## config.mk

```make
export PLATFORM = sky130hd
export DESIGN_NAME = sample_frame_packer
export DESIGN_NICKNAME = d
export VERILOG_FILES = /design/src/rtl/sample_frame_packer.sv
export SDC_FILE = /design/constraint.sdc
export NUM_CORES = 2
export LEC_CHECK = 0
export ABC_CLOCK_PERIOD_IN_PS = 10880
export CORE_MARGIN = 1.5
export CORE_UTILIZATION = 44
export CTS_CLUSTER_DIAMETER = 40
export DETAILED_ROUTE_END_ITERATION = 6
export MAX_ROUTING_LAYER = met4
export PLACE_DENSITY = 0.74
export SYNTH_ARGS = -nofsm -noshare
export SYNTH_HDL_FRONTEND = slang
export SYNTH_SLANG_ARGS = --single-unit
```

## constraint.sdc

```tcl
create_clock -name clk_i -period 10.88 [get_ports clk_i]
set_clock_uncertainty 0.05 [all_clocks]
set_input_delay 2.176 -clock clk_i [delete_from_list [all_inputs] [get_ports clk_i]]
set_output_delay 2.176 -clock clk_i [all_outputs]
set_load 0.005 [all_outputs]
```

## src/rtl/sample_frame_packer.sv

```systemverilog
// sample_frame_packer
//   Snapshots the per-tick processing results into sequence-numbered frames.
//   Frames sit in a small multi-frame buffer and stream out one 32-bit word
//   per valid/ready handshake toward the PS-side DMA/FIFO.
//
//   Frame layout (L = NUM_WORDS+1 words):
//     word 0        : {SYNC, seq[15:0]}
//     words 1..L-1  : data_i words 0..NUM_WORDS-1
//
// Ports
//   clk_i, reset_i     : clock, synchronous active-high reset
//   tick_i             : one-cycle sample strobe
//   data_i             : payload, word k = data_i[32k+31:32k]
//   decim_i            : keep 1 of every decim_i ticks (0 behaves as 1)
//   m_data_o/m_valid_o/m_ready_i/m_last_o : output word stream
//   dropped_o          : saturating count of discarded frames
//   frames_o           : committed frames currently buffered
module sample_frame_packer #(
  parameter int          NUM_WORDS   = 25,
  parameter int          FIFO_FRAMES = 4,
  parameter logic [15:0] SYNC        = 16'hA55A
) (
  input  logic                           clk_i,
  input  logic                           reset_i,
  input  logic                           tick_i,
  input  logic [NUM_WORDS*32-1:0]        data_i,
  input  logic [15:0]                    decim_i,
  output logic [31:0]                    m_data_o,
  output logic                           m_valid_o,
  input  logic                           m_ready_i,
  output logic                           m_last_o,
  output logic [15:0]                    dropped_o,
  output logic [$clog2(FIFO_FRAMES):0]   frames_o
);

  localparam int L  = NUM_WORDS + 1;
  localparam int IW = $clog2(L);
  localparam int PW = $clog2(FIFO_FRAMES);
  localparam int FW = PW + 1;

  typedef enum logic {IDLE, WRITE} wstate_e;

  wstate_e           state_q, state_d;
  logic [15:0]       decCnt_q;
  logic [15:0]       seq_q;
  logic [15:0]       dropped_q;
  logic [L*32-1:0]   snap_q;
  logic [IW-1:0]     wIdx_q;
  logic [PW-1:0]     wrPtr_q;
  logic [FW-1:0]     frames_q;

  logic [IW-1:0]     rIdx_q;
  logic [PW-1:0]     issPtr_q;
  logic [FW-1:0]     inflight_q;
  logic [31:0]       ramData_q;
  logic              ramVld_q, ramLast_q;
  logic [31:0]       outData_q;
  logic              outVld_q, outLast_q;

  logic [31:0]       mem [FIFO_FRAMES][L];

  logic [15:0] decEff;
  logic eligible, accept, drop, commit;
  logic release_, outFree, pending, issue, issueLast, moveOut;

  assign decEff   = (decim_i == 16'd0) ? 16'd1 : decim_i;
  assign eligible = tick_i && (decCnt_q == 16'd0);
  assign accept   = eligible && (state_q == IDLE) && (frames_q != FW'(FIFO_FRAMES));
  assign drop     = eligible && !accept;
  assign commit   = (state_q == WRITE) && (wIdx_q == IW'(L-1));

  // Frames fully issued to the read pipeline but not yet handed off are
  // tracked separately, so the next frame can be fetched before the last word
  // of the current one is accepted and frames stream without gaps.
  assign outFree   = !outVld_q || m_ready_i;
  assign release_  = outVld_q && m_ready_i && outLast_q;
  assign pending   = frames_q > inflight_q;
  assign issue     = pending && (!ramVld_q || outFree);
  assign issueLast = issue && (rIdx_q == IW'(L-1));
  assign moveOut   = ramVld_q && outFree;

  // Writer next state: capture on an accepted tick, drain the snapshot into
  // the frame slot one word per cycle, then return to IDLE on commit.
  always_comb begin
    state_d = state_q;
    case (state_q)
      IDLE:    if (accept) state_d = WRITE;
      WRITE:   if (commit) state_d = IDLE;
      default: state_d = IDLE;
    endcase
  end

  // Decimation counter wraps with >= so a lowered decim_i takes effect at once.
  always_ff @(posedge clk_i) begin
    if (reset_i) begin
      decCnt_q <= 16'd0;
    end else if (tick_i) begin
      decCnt_q <= (decCnt_q >= decEff - 16'd1) ? 16'd0 : decCnt_q + 16'd1;
    end
  end

  // Writer state, snapshot, sequence number, slot pointer and drop counter.
  always_ff @(posedge clk_i) begin
    if (reset_i) begin
      state_q   <= IDLE;
      seq_q     <= 16'd0;
      dropped_q <= 16'd0;
      snap_q    <= '0;
      wIdx_q    <= '0;
      wrPtr_q   <= '0;
    end else begin
      state_q <= state_d;
      if (accept) begin
        snap_q <= {data_i, SYNC, seq_q};
        wIdx_q <= '0;
      end else if (state_q == WRITE) begin
        wIdx_q <= wIdx_q + IW'(1);
      end
      if (commit) begin
        seq_q   <= seq_q + 16'd1;
        wrPtr_q <= wrPtr_q + PW'(1);
      end
      if (drop && dropped_q != 16'hFFFF) dropped_q <= dropped_q + 16'd1;
    end
  end

  // Frame RAM: one write port for the writer, one registered read port.
  always_ff @(posedge clk_i) begin
    if (state_q == WRITE) mem[wrPtr_q][wIdx_q] <= snap_q[wIdx_q*32 +: 32];
    if (issue) ramData_q <= mem[issPtr_q][rIdx_q];
  end

  // Frame occupancy bookkeeping shared between writer and reader.
  always_ff @(posedge clk_i) begin
    if (reset_i) begin
      frames_q   <= '0;
      inflight_q <= '0;
    end else begin
      frames_q   <= frames_q + (commit ? FW'(1) : FW'(0)) - (release_ ? FW'(1) : FW'(0));
      inflight_q <= inflight_q + (issueLast ? FW'(1) : FW'(0)) - (release_ ? FW'(1) : FW'(0));
    end
  end

  // Read pipeline: address issue, RAM data stage, and output register that
  // holds steady while the consumer stalls.
  always_ff @(posedge clk_i) begin
    if (reset_i) begin
      rIdx_q    <= '0;
      issPtr_q  <= '0;
      ramVld_q  <= 1'b0;
      ramLast_q <= 1'b0;
      outData_q <= 32'd0;
      outVld_q  <= 1'b0;
      outLast_q <= 1'b0;
    end else begin
      if (issue) begin
        rIdx_q    <= issueLast ? '0 : rIdx_q + IW'(1);
        ramLast_q <= issueLast;
        if (issueLast) issPtr_q <= issPtr_q + PW'(1);
      end
      if (issue) ramVld_q <= 1'b1;
      else if (moveOut) ramVld_q <= 1'b0;
      if (moveOut) begin
        outData_q <= ramData_q;
        outVld_q  <= 1'b1;
        outLast_q <= ramLast_q;
      end else if (outVld_q && m_ready_i) begin
        outVld_q  <= 1'b0;
        outLast_q <= 1'b0;
      end
    end
  end

  assign m_data_o  = outData_q;
  assign m_valid_o = outVld_q;
  assign m_last_o  = outLast_q;
  assign dropped_o = dropped_q;
  assign frames_o  = frames_q;

endmodule

```

# After elaboration in Yosys (flattened, before gate mapping)
# Memories as Yosys holds them, arrays and structs flattened. A register that Yosys moved wholly into a read port is not among the register bits.
# Cells that the tools add are included.
# op_classes
shifts	1
n_eq_ne	4
mux	23
n_addsub	12
bitwise	3
magnitude_cmp	5
n_reduce_logical	23
# op_table
operator	count
$mux 832	1
$shiftx 832x11->32	1
$bmux 32 s5	1
$demux 32 s5	1
$mux 32	3
$add 16x1->16 const B	3
$logic_not 16->1	2
$mux 16	2
$ge 16x16->1	1
$ne 16x16->1 const B	1
$sub 16x1->16 const B	1
$ge 6x6->1 const B	2
$logic_and 1x1->1	12
$not 5->6	2
$mux 1	11
$add 5x1->5 const B	2
$eq 5x5->1 const B	2
$add 3x1->3	2
$lt 6x1->1 const B	1
$mux 5	1
$add 2x1->2 const B	2
$mux 2	2
$reduce_bool 2->1	2
$gt 3x3->1	1
9 further kinds	12
# totals
mem_count	1
ff_bits	961
ram_bits	3328
output_inout_bits	53
inputBits	820
# memory_table
memory	words	width	rd	rd_ports_with_merged_regs	wr	line	text
mem	4	832	1	1	1	60	logic [31:0] mem [FIFO_FRAMES][L];

# Longest topological paths before layout
# depth
ltp_word	8
mapped_depth	18
ltp_nobuf	17

# Worst setup path before layout
# Ideal clock, no wire load.
# synth_path
kind	register to register
start	reg wIdx_q[1]
end	mem mem[0][118] (netlist bit) (data pin)
required_time_ns	9.497
arrival_time_ns	7.469
setup_time_ns	1.333
path_slack_ns	2.028
stages_incl_launch_ff	7
cell_sequence	dfxtp_1 -> buf_2 -> clkbuf_1 -> buf_1 -> mux4_2 -> nor2_1 -> o41ai_1
# synth_via
elab_chain_len	1
# synth_lines
element	line	text
from (decl)	48	logic [IW-1:0] wIdx_q;
from (signal assigned)	117	wIdx_q <= wIdx_q + IW'(1);
$shiftx 832x11->32	129	if (state_q == WRITE) mem[wrPtr_q][wIdx_q] <= snap_q[wIdx_q*32 +: 32];
to (decl)	60	
# No other way between the ends.

# Worst setup path after layout
# layout_path
start	in decim_i[6]
end	reg decCnt_q[0]
# layout_via
elab_chain_len	5
# layout_lines
element	line	text
from (decl)	27	input logic [15:0] decim_i,
$logic_not 16->1	66	assign decEff = (decim_i == 16'd0) ? 16'd1 : decim_i;
$mux 16 *	66	
$sub 16x1->16 *	98	decCnt_q <= (decCnt_q >= decEff - 16'd1) ? 16'd0 : decCnt_q + 16'd1;
$ge 16x16->1 *	98	
$mux 16 *	98	
to (signal assigned)	98	
to (decl)	44	logic [15:0] decCnt_q;
# Mark *: on every way between the ends. The rest lies on a longest branch, timed or not.
# A chain may end at the register's enable or synchronous reset.

==> summary.md <==
| Metric | Value |
|---|---|
| Initial Utilization | `0.4418` |
| Ys Warns | `0` |
| Worst-skew pair later-pin latency | `1.00 ns` |
| Sequential Area | `approximately 0.12 sq mm` |
| Sequential area share after synthesis | `0.7133` |
| Synthesized cell area | `0.1674 sq mm` |
| Critical R2R Launch | `wIdx_q[0]$_SDFFE_PP0P_` |
| DR WL/cell | `30.84 microns` |
| Starting DRT DRC Count | `~15,000` |
| Worst Hold Path EP | `snap_q[465]$_SDFFE_PP0P_` |
| Die Span Y | `619.8 microns` |
| Unrepaired setup endpoints after global routing | `false` |
| Minimum clock period | `6.294 ns` |
| # fillers | `29,880` |
| Status | `finished, final reports clean` |
| Most frequent cells after synthesis | `3,360 x edfxtp_1, 1,871 x nand2_1, 1,006 x a21oi_1, 924 x dfxtp_1, 859 x mux4_2` |
| DPL Wire Length | `326,100 microns` |
| Hold Path Class | `reg2reg` |
| Die W | `619.8 microns` |
| CP Launch Type | `primary input` |
| Crit. End Element | `flop` |
| Hold-fix buffers, CTS | `0` |
| Syn Area/Cell | `16.04 sq um` |
| Design area | `0.1973 sq mm` |
| Yosys top cell area share | `0.6028` |
| Setup violators final | `0` |
| Post-Route WL | `517,500 microns` |
| Hold path start | `snap_q[465]$_SDFFE_PP0P_` |
| Total gr overflow | `0` |
| Slew Limit Headroom | `0.03570` |
| P per Cell Area | `191.3 mW/mm^2` |
| Post-detailed-route count of antenna-violating nets | `0` |
| Max cap viols | `0` |
| Largest net degree at the start of global routing | `177` |
| Fin crit share | `0.5785` |
| Via count | `between 100k and 150k` |
| Worst Setup SP | `decim_i[6]` |
| Post-DR vias/cell | `6.039` |
| Synth-to-Final Area Change | `17.87%` |
| Nets@finish | `between 10,000 and 15,000` |
| EDFF count, synth | `3,360` |
| Gate Count Post-Synth | `roughly 10,000` |
| LEAKAGE | `around 63 nW` |
| Post-synth ARST share | `0` |
| Setup bufs post-CTS | `0` |
| Placement Cell Area | `0.1818 sq mm` |
| Maximum root-to-sink buffer count | `4` |
| Max VDD drop | `0.1846 mV` |
| H-Tree Depth | `5` |
| Clk pin slew, worst setup/hold paths | `0.06 ns` |
| Synth Flop Type | `edfxtp_1` |
| Req. time, crit path | `between 10 and 15 ns` |
| Post-synth cell types | `75` |
| Fin. max-slew vios | `0` |
| First-pass GRT wire length | `717,600 microns` |
| Root Driver | `clkbuf_16` |
| I/O Buffers | `872` |
| Area contributors post-synth | `edfxtp_1 60%, mux4_2 12%, dfxtp_1 11%` |
| FP Rows | `226` |
| Worst Setup Path Type | `in2reg` |
| Worst reg2reg endpoint | `mem[0][519]$_DFFE_PP_` |
| Register bit total from synthesis | `4,284` |
| Die area | `0.3841 sq mm` |
| Worst R2R Path Depth | `6` |
| Endpoints failing hold | `0` |
| Worst Tran Pin Value | `1.438 ns` |
| Sink Count | `4,284` |
| # IOs | `between 800 and 900` |
| Via count of the first global-routing pass | `just under 100k` |
| Post-CTS sizing | `0` |
| DR pass1 iterations | `6` |
| Area of the core | `0.3789 sq mm` |
| GPL Wtd Cong | `0.9513` |
| CTS tree | `done` |
| Tot GR Track Use | `0.2702` |
| Peak Freq | `158.9 MHz` |
| Ratio of cells with drive above 1 in the final layout | `0.1724` |
| Final setup TNS | `0 ns` |
| Initial antenna violation count | `124` |
| Worst Hold Depth | `2` |
| Worst Path Max Fanout | `16` |
| DRC viols | `0` |
| R2r setup slk | `5.43 ns` |
| Multi-input gate area | `0.04538 sq mm` |
| Most frequent cell after synthesis | `edfxtp_1` |
| CTS Buf Count | `~460` |
| Area leader, netlist | `edfxtp_1` |
| Hold Slack | `0.3999 ns` |
| WP data arrival | `~7 ns` |
| Mapped Nets | `between 10,000 and 15,000` |
## kinds of logic after synthesis
family / count (synthesis) / share of synthesized area
multiplexers: 1360 / 0.1458
AO/OA/AOI/OAI: 1678 / 0.05972
buffers and inverters: 735 / 0.01934
flip-flops: 4284 / 0.7133
AND/OR/NAND/NOR: 2268 / 0.05503
adder cells (fa/ha/maj): 40 / 0.003080
XOR/XNOR: 71 / 0.003715
## through the flow
stage               setup slack, ns  std cells    util  power [mW]
floorplan                     2.028      10440       -       20.87
global placement              3.699      15840  0.4799       22.24
detailed placement            3.723      15840  0.4799       22.31
CTS                           4.716      16680  0.5201       37.72
global route                  4.329      16780  0.5207       38.67
finish                        4.586      16780  0.5207       37.74
## worst max-delay path by stage
stage	cells after the start	slack, ns	end
2_1_floorplan	6	2.03	mem[0][118]$_DFFE_PP_
4_1_cts	18	4.72	decCnt_q[0]$_SDFFE_PP0P_
5_1_grt	17	4.33	decCnt_q[0]$_SDFFE_PP0P_
3_5_place_dp	18	3.72	decCnt_q[5]$_SDFFE_PP0P_
3_3_place_gp	18	3.70	decCnt_q[15]$_SDFFE_PP0P_
6_report	18	4.59	decCnt_q[0]$_SDFFE_PP0P_
## cells in the final DEF (no fill, tap or decap), drive strengths merged, types with 49 or more instances in the layout
cell,instances
and2,55
diode,100
o22ai,79
dfxtp,924
nor2,124
and3,84
a21oi,1006
a22oi,121
clkdlybuf4s50,871
o221ai,50
mux2i,461
a22o,56
clkinv,180
edfxtp,3360
mux4,859
buf,227
clkbuf,539
bufinv,49
nand2,1871
o21ai,98
inv,65
a211oi,130
## routing by layer
metal	share of wire	track usage
met5	0	-
met2	0.46	0.3988
met4	0.060	0.1364
met1	0.35	0.3437
met3	0.13	0.07452
## flip-flops by register name, indices dropped and copies added, names as in the netlist, 16 cells and up, named ones only
name	cells
mem	3328
snap_q	817
m_data_o	32
ramData_q	32
decCnt_q	16
dropped_o	16
seq_q	16
## critical path, cell delays in order
cell and delay [ns]:
clkdlybuf4s50_1 0.56, or4_4 0.61, or3_4 0.37, or4_4 0.45, or3_4 0.36, nor2_1 0.11
nor2_1 0.07, ha_1 0.23, nand2_1 0.21, nor2_1 0.09, xnor2_1 0.13, ha_1 0.18
a21o_1 0.18, a21o_1 0.18, a21oi_1 0.19, nor4bb_1 0.29, o21ai_1 0.45, a21oi_1 0.28
## power by group
| part | internal, mW | total (mW) | switching, mW |
|---|---|---|---|
| Combinational | 1.05 | 3.29 | 2.24 |
| Clock | 9.05 | 15.7 | 6.64 |
| Sequential | 18.4 | 18.8 | 0.375 |
| Total | 28.5 | 37.7 | 9.26 |
## area by class of cell
| class | instances | area share |
|---|---|---|
| Antenna cell | 100 | 0.001268 |
| Clock buffer | 539 | 0.06029 |
| Clock inverter | 306 | 0.01688 |
| Inverter | 23 | 0.0004756 |
| Multi-Input combinational cell | 5417 | 0.2300 |
| Sequential cell | 4284 | 0.6053 |
| Tap cell | 5016 | 0.03181 |
| Timing Repair Buffer | 1098 | 0.05400 |
Power figures use the tool's default switching activity.
